### config.mk
export PLATFORM = sky130hd
export DESIGN_NAME = reg_file_sb
export DESIGN_NICKNAME = d
export VERILOG_FILES = /design/src/rtl/reg_file_sb.sv
export SDC_FILE = /design/constraint.sdc
export NUM_CORES = 2
export LEC_CHECK = 0
export CAP_MARGIN = 20
export CORE_MARGIN = 2
export CORE_UTILIZATION = 36
export DETAILED_ROUTE_END_ITERATION = 8
export GPL_ROUTABILITY_DRIVEN = 1
export GPL_TIMING_DRIVEN = 0
export HOLD_SLACK_MARGIN = 0.06
export PLACE_DENSITY = 0.61
export SYNTH_ARGS = -nofsm -noshare
export SYNTH_HDL_FRONTEND = slang
export SYNTH_SLANG_ARGS = --single-unit
### constraint.sdc
create_clock -name clk -period 6.7 [get_ports clk]
set_input_delay 1.675 -clock clk [delete_from_list [all_inputs] [get_ports clk]]
set_output_delay 1.675 -clock clk [all_outputs]
set_load 0.1 [all_outputs]
### src/rtl/reg_file_sb.sv
// Register file with two async read ports, two writeback ports, optional
// same-cycle bypass, per-register busy scoreboard and a sequential clear after reset.
module reg_file_sb #(
  parameter int ADDRESS_WIDTH = 5,
  parameter int DATA_WIDTH    = 32,
  parameter int BYPASS        = 1
) (
  input  logic                     clk,
  input  logic                     rst_n,
  output logic                     ready,
  input  logic [ADDRESS_WIDTH-1:0] a1,
  input  logic [ADDRESS_WIDTH-1:0] a2,
  output logic [DATA_WIDTH-1:0]    rd1,
  output logic [DATA_WIDTH-1:0]    rd2,
  output logic                     busy1,
  output logic                     busy2,
  input  logic                     we3,
  input  logic [ADDRESS_WIDTH-1:0] a3,
  input  logic [DATA_WIDTH-1:0]    wd3,
  input  logic                     we4,
  input  logic [ADDRESS_WIDTH-1:0] a4,
  input  logic [DATA_WIDTH-1:0]    wd4,
  input  logic                     iss_valid,
  input  logic [ADDRESS_WIDTH-1:0] iss_rd,
  output logic                     err_collision,
  output logic                     err_waw
);

  localparam int NREG = 2 ** ADDRESS_WIDTH;
  localparam logic [ADDRESS_WIDTH-1:0] CNT_LAST = '1;

  typedef enum logic {INIT, READY} state_t;

  state_t                   state, state_next;
  logic [ADDRESS_WIDTH-1:0] cnt;
  logic [DATA_WIDTH-1:0]    regs [NREG];
  logic [NREG-1:0]          busy, busy_next;

  logic active, wr3, wr4, iss, hit1, hit2, hit_iss;

  // Writes to x0 are dropped here, so nothing below needs to special-case them.
  assign active  = (state == READY);
  assign wr3     = active && we3 && (a3 != '0);
  assign wr4     = active && we4 && (a4 != '0);
  assign iss     = active && iss_valid && (iss_rd != '0);
  assign hit1    = (wr3 && a3 == a1) || (wr4 && a4 == a1);
  assign hit2    = (wr3 && a3 == a2) || (wr4 && a4 == a2);
  assign hit_iss = (wr3 && a3 == iss_rd) || (wr4 && a4 == iss_rd);
  assign ready   = active;

  // NOTE: every always_comb output gets a default first, so no path can infer a latch.
  always_comb begin
    state_next = state;
    case (state)
      INIT:    if (cnt == CNT_LAST) state_next = READY;
      READY:   state_next = READY;
      default: state_next = INIT;
    endcase
  end

  // Clear before set, so an issue and a writeback to the same register leave it busy.
  always_comb begin
    busy_next = busy;
    if (wr3) busy_next[a3] = 1'b0;
    if (wr4) busy_next[a4] = 1'b0;
    if (iss) busy_next[iss_rd] = 1'b1;
  end

  // NOTE: sequential state uses non-blocking assignments only; combinational blocks use blocking.
  always_ff @(posedge clk) begin
    if (!rst_n) begin
      state         <= INIT;
      cnt           <= '0;
      busy          <= '0;
      err_collision <= 1'b0;
      err_waw       <= 1'b0;
    end else begin
      state <= state_next;
      busy  <= busy_next;
      if (state == INIT) cnt <= cnt + 1'b1;
      if (wr3 && wr4 && a3 == a4) err_collision <= 1'b1;
      if (iss && busy[iss_rd] && !hit_iss) err_waw <= 1'b1;
    end
  end

  // NOTE: the array has no reset term; the INIT sweep zeroes it one entry per cycle instead.
  // Port B is assigned last so it wins a same-address collision.
  always_ff @(posedge clk) begin
    if (rst_n) begin
      if (state == INIT) begin
        regs[cnt] <= '0;
      end else begin
        if (wr3) regs[a3] <= wd3;
        if (wr4) regs[a4] <= wd4;
      end
    end
  end

  always_comb begin
    rd1 = '0;
    if (active && a1 != '0) begin
      rd1 = regs[a1];
      if (BYPASS != 0) begin
        if (wr4 && a4 == a1)      rd1 = wd4;
        else if (wr3 && a3 == a1) rd1 = wd3;
      end
    end
  end

  always_comb begin
    rd2 = '0;
    if (active && a2 != '0) begin
      rd2 = regs[a2];
      if (BYPASS != 0) begin
        if (wr4 && a4 == a2)      rd2 = wd4;
        else if (wr3 && a3 == a2) rd2 = wd3;
      end
    end
  end

  assign busy1 = active && (a1 != '0) && busy[a1] && !hit1;
  assign busy2 = active && (a2 != '0) && busy[a2] && !hit2;

endmodule

==> flow_summary.yaml <==
status:
  run_status: "finished with violations"
  violations: "setup timing"
synth:
  post_synthesis_net_count: 5837
  synth.yosys.warnings: 0
  synth.distinct_cells: 67
  synth-main-ff-cell: "sky130_fd_sc_hd__edfxtp_1"
  synth_edf_count: 1024
  seq_area_frac_synth_pct: 50.1
  async_reset_ff_share_pct: 0
  synthesis.instances: 5741
  synth_area_um2: 62900
  ff_latch_count_synth: 1064
  syn_area_cell_um2: 11.0
clock_network:
  tritoncts_num_sinks: 1064
  ctsHtreeMaxLevel: 3
  clkTransAtPathRegs_ns: 0.06
  cts-root-buf: "sky130_fd_sc_hd__clkbuf_16"
  cts_made_buffers: 117
  cts_tree: "yes"
  clk_latency_ns: 0.81
  clock_path_buffers: 3
grt:
  grt_use_total_pct: 35.8
  grt_pass1_wl_um: 440000
  number_of_antenna_violations_at_the_first_check_in_global_routing: 22
  vias_in_the_first_global_route: 53300
  grt_max_degree: 25
  grt_overflow: 0
power_and_ir_drop:
  vdd_ir_drop_max_mv: 0.256
  power.density_cell_area_nw_per_um2: 210
  power.leakage_nw: 21.7
floorplanning:
  fp-row-count: 153
  die_width_um: 422
  die_area_um2: 178000
  die-height_um: 422
  io_pins: 163
  core_region_area_um2: 174000
  floorplan.initialDensity_pct: 36.2
timing:
  hold_slack_ns: 0.479
  rsz0062_at_grt: "yes"
  final.period_utilization_pct: 103
  worstMarginPinSlew_ns: 1.35
  maxSlewHeadroom_pct: 9.84
  clock.fmax_mhz: 146
  final.setup_skew_ns: 0.0515
  final_period_minus_worst_setup_slack_ns: 6.87
  final_max_slew_viol_count: 0
  setup_slack_after_layout_ns: -0.171
  timing.final.hold_violations: 0
  number_of_setup_violations_in_the_final_report: 35
route:
  drt_pre_antenna_iters: 9
  detail_route.vias_per_cell: 6.79
  drc_markers: 0
  detailed_route_wl_um: 330000
  routed-via-count: 58100
  detailedRoute.firstIterationViolations: 10900
  route.detailed.wl_per_inst_um: 38.6
  detail-route-antenna-nets: 0
min_path:
  hp-class: "reg -> reg"
setup_path:
  crit_type: "in -> out"
  worst_ep_arrival_time_ns: 5.20
  worst_path_max_delay_cell: "sky130_fd_sc_hd__clkbuf_2"
  regToRegSetupSlack_ns: 2.18
  start_kind: "input port"
  critPathMaxStageDelay_ns: 0.49
  critical_path_cell_sequence: "buf_4 > buf_4 > buf_2 > nand2_2 > clkbuf_2 > o22ai_1 > nor3_1 > nor3_1 > o211ai_1 > buf_4"
  cell_with_the_most_instances_on_the_worst_path: "sky130_fd_sc_hd__buf_4"
  worst-endpoint-required_ns: 5.03
  critical_path_endpoint_category: "primary output"
  worstPathMaxFanout: 10
cells_and_area:
  layout-drive-gt1-share_pct: 21.6
  fillerInstances: 16600
  design.final.nets: 6206
  area_growth_syn_to_layout_pct: 17.7
placement:
  preCtsSetupSlack_ns: -1.98
  gp_routability_congestion: 1.07
  port_buffer_count: 152
  dp_hpwl_um: 250000
run:
  drv.max_cap_violation_count: 0
[critical path: cells and delay by family]
family | cells | cell delay (ns)
buffers and inverters | 5 | 1.80
AO/OA/AOI/OAI | 2 | 0.73
AND/OR/NAND/NOR | 3 | 0.94
[placed cells by master (no fill, tap or decap), drive strengths merged, types with 7 or more instances in the layout]
cell type         n
a221o            31
a22o             32
a22oi           218
a32oi            29
and2             71
buf             477
bufinv           13
clkbuf          508
clkdlybuf4s15    36
clkdlybuf4s50    84
clkinv           68
dfxtp            40
diode            18
edfxtp         1024
inv               7
mux2            250
mux2i           261
mux4            292
nand2          1127
nand3           109
nand4            33
nor2             61
nor2b            18
nor3             77
nor3b             9
nor4              7
o211ai           32
o21ai           999
o22ai           140
o2bb2ai          16
o31ai            32
xnor2            22
xor2             15
[power breakdown]
part | internal [mW] | switching (mW)
logic | 0.466 | 1.05
clock network | 3.71 | 3.07
registers | 7.23 | 0.0216
[cell families (layout without fill, tap and decap cells)]
family / Yosys count / after routing / share of synthesized area [%]
and+or+nand+nor: 1552 / 1552 / 10.6
AOI/OAI and AO/OA: 1551 / 1551 / 14.5
buffers and inverters: 732 / 1203 / 5.16
muxes: 803 / 803 / 19.1
xor gates and xnor gates: 37 / 37 / 0.515
other: 0 / 18 / 0
adders and majority gates: 2 / 2 / 0.0398
DFF: 1064 / 1064 / 50.1
[sequential cells by signal, indices dropped and copies added (netlist names)]
register,count
regs,1024
ready,1
err_waw,1
cnt,5
err_collision,1
busy,32
[synthesized netlist by cell type (23+ instances only)]
cell	n	area share [%]
sky130_fd_sc_hd__nand3_1	109	0.87
sky130_fd_sc_hd__mux4_2	292	10
sky130_fd_sc_hd__nor2_1	61	0.36
sky130_fd_sc_hd__o211ai_1	32	0.38
sky130_fd_sc_hd__o21ai_0	869	6.9
sky130_fd_sc_hd__a32oi_1	29	0.40
sky130_fd_sc_hd__a22oi_1	218	2.6
sky130_fd_sc_hd__dfxtp_1	40	1.3
sky130_fd_sc_hd__a221o_1	31	0.49
sky130_fd_sc_hd__o22ai_1	140	1.4
sky130_fd_sc_hd__o21ai_1	130	1.0
sky130_fd_sc_hd__edfxtp_1	1024	49
sky130_fd_sc_hd__o31ai_1	32	0.38
sky130_fd_sc_hd__and2_1	59	0.59
sky130_fd_sc_hd__clkbuf_1	380	2.3
sky130_fd_sc_hd__nand4_1	33	0.33
sky130_fd_sc_hd__nor3_1	76	0.60
sky130_fd_sc_hd__mux2i_1	261	4.2
sky130_fd_sc_hd__buf_2	229	1.8
sky130_fd_sc_hd__buf_1	86	0.51
sky130_fd_sc_hd__a22o_1	32	0.45
sky130_fd_sc_hd__buf_6	23	0.41
sky130_fd_sc_hd__nand2_1	1125	6.7
sky130_fd_sc_hd__mux2_2	250	4.5
[final cells by class]
| type | instances | area (um^2) | share of cell area [%] |
|---|---|---|---|
| antenna | 18 | 45.0 | 0.0608 |
| buffer | 722 | 3400 | 4.59 |
| clock buffer | 130 | 2980 | 4.02 |
| clock inverter | 91 | 868 | 1.17 |
| inverter | 2 | 7.51 | 0.0101 |
| multi-input combinational | 3945 | 29100 | 39.2 |
| sequential | 1064 | 31600 | 42.6 |
| tap | 2325 | 2910 | 3.93 |
| timing repair buffer | 258 | 3270 | 4.42 |
[repair_timing]
| action | 4_1_cts | 5_1_grt |
|---|---|---|
| gates resized for setup | 417 | 50 |
| endpoints found under the setup margin | 66 | 50 |
| pin swaps | 35 | 12 |
| hold buffers | 0 | 0 |
| buffers inserted | 8 | 5 |
| hold endpoints to repair | 0 | 0 |
[through the flow]
stage	std cells	TNS (ns)	util (%)	power [mW]	cell area [um^2]
3_3_place_gp	8218	-2219.30	38.8	8.74	67400
3_5_place_dp	8300	-89.47	40.0	8.78	69500
5_1_grt	8537	-0.281	42.6	15.7	74100
2_1_floorplan	5741	0	-	8.11	62900
6_report	8555	-2.34	42.6	15.5	74100
4_1_cts	8521	-0.160	42.4	15.3	73800
[per-layer routing]
metal  global-route usage, %  part of all wire, %
met1                    45.5                   35
met4                    25.2                  9.0
met5                       0                0.020
met3                    13.5                   16
met2                    49.7                   40
[path summary, 6_finish.rpt]
path / from / endpoint / cells after the start
worst min-delay path: err_waw / err_waw / 1
worst max register to register: ready / regs[13][12] / 8
worst min register to register: err_waw / err_waw / 1
worst max-delay path: a1[0] / rd1[4] / 10
No activity file was read; power rests on OpenSTA's default activity.
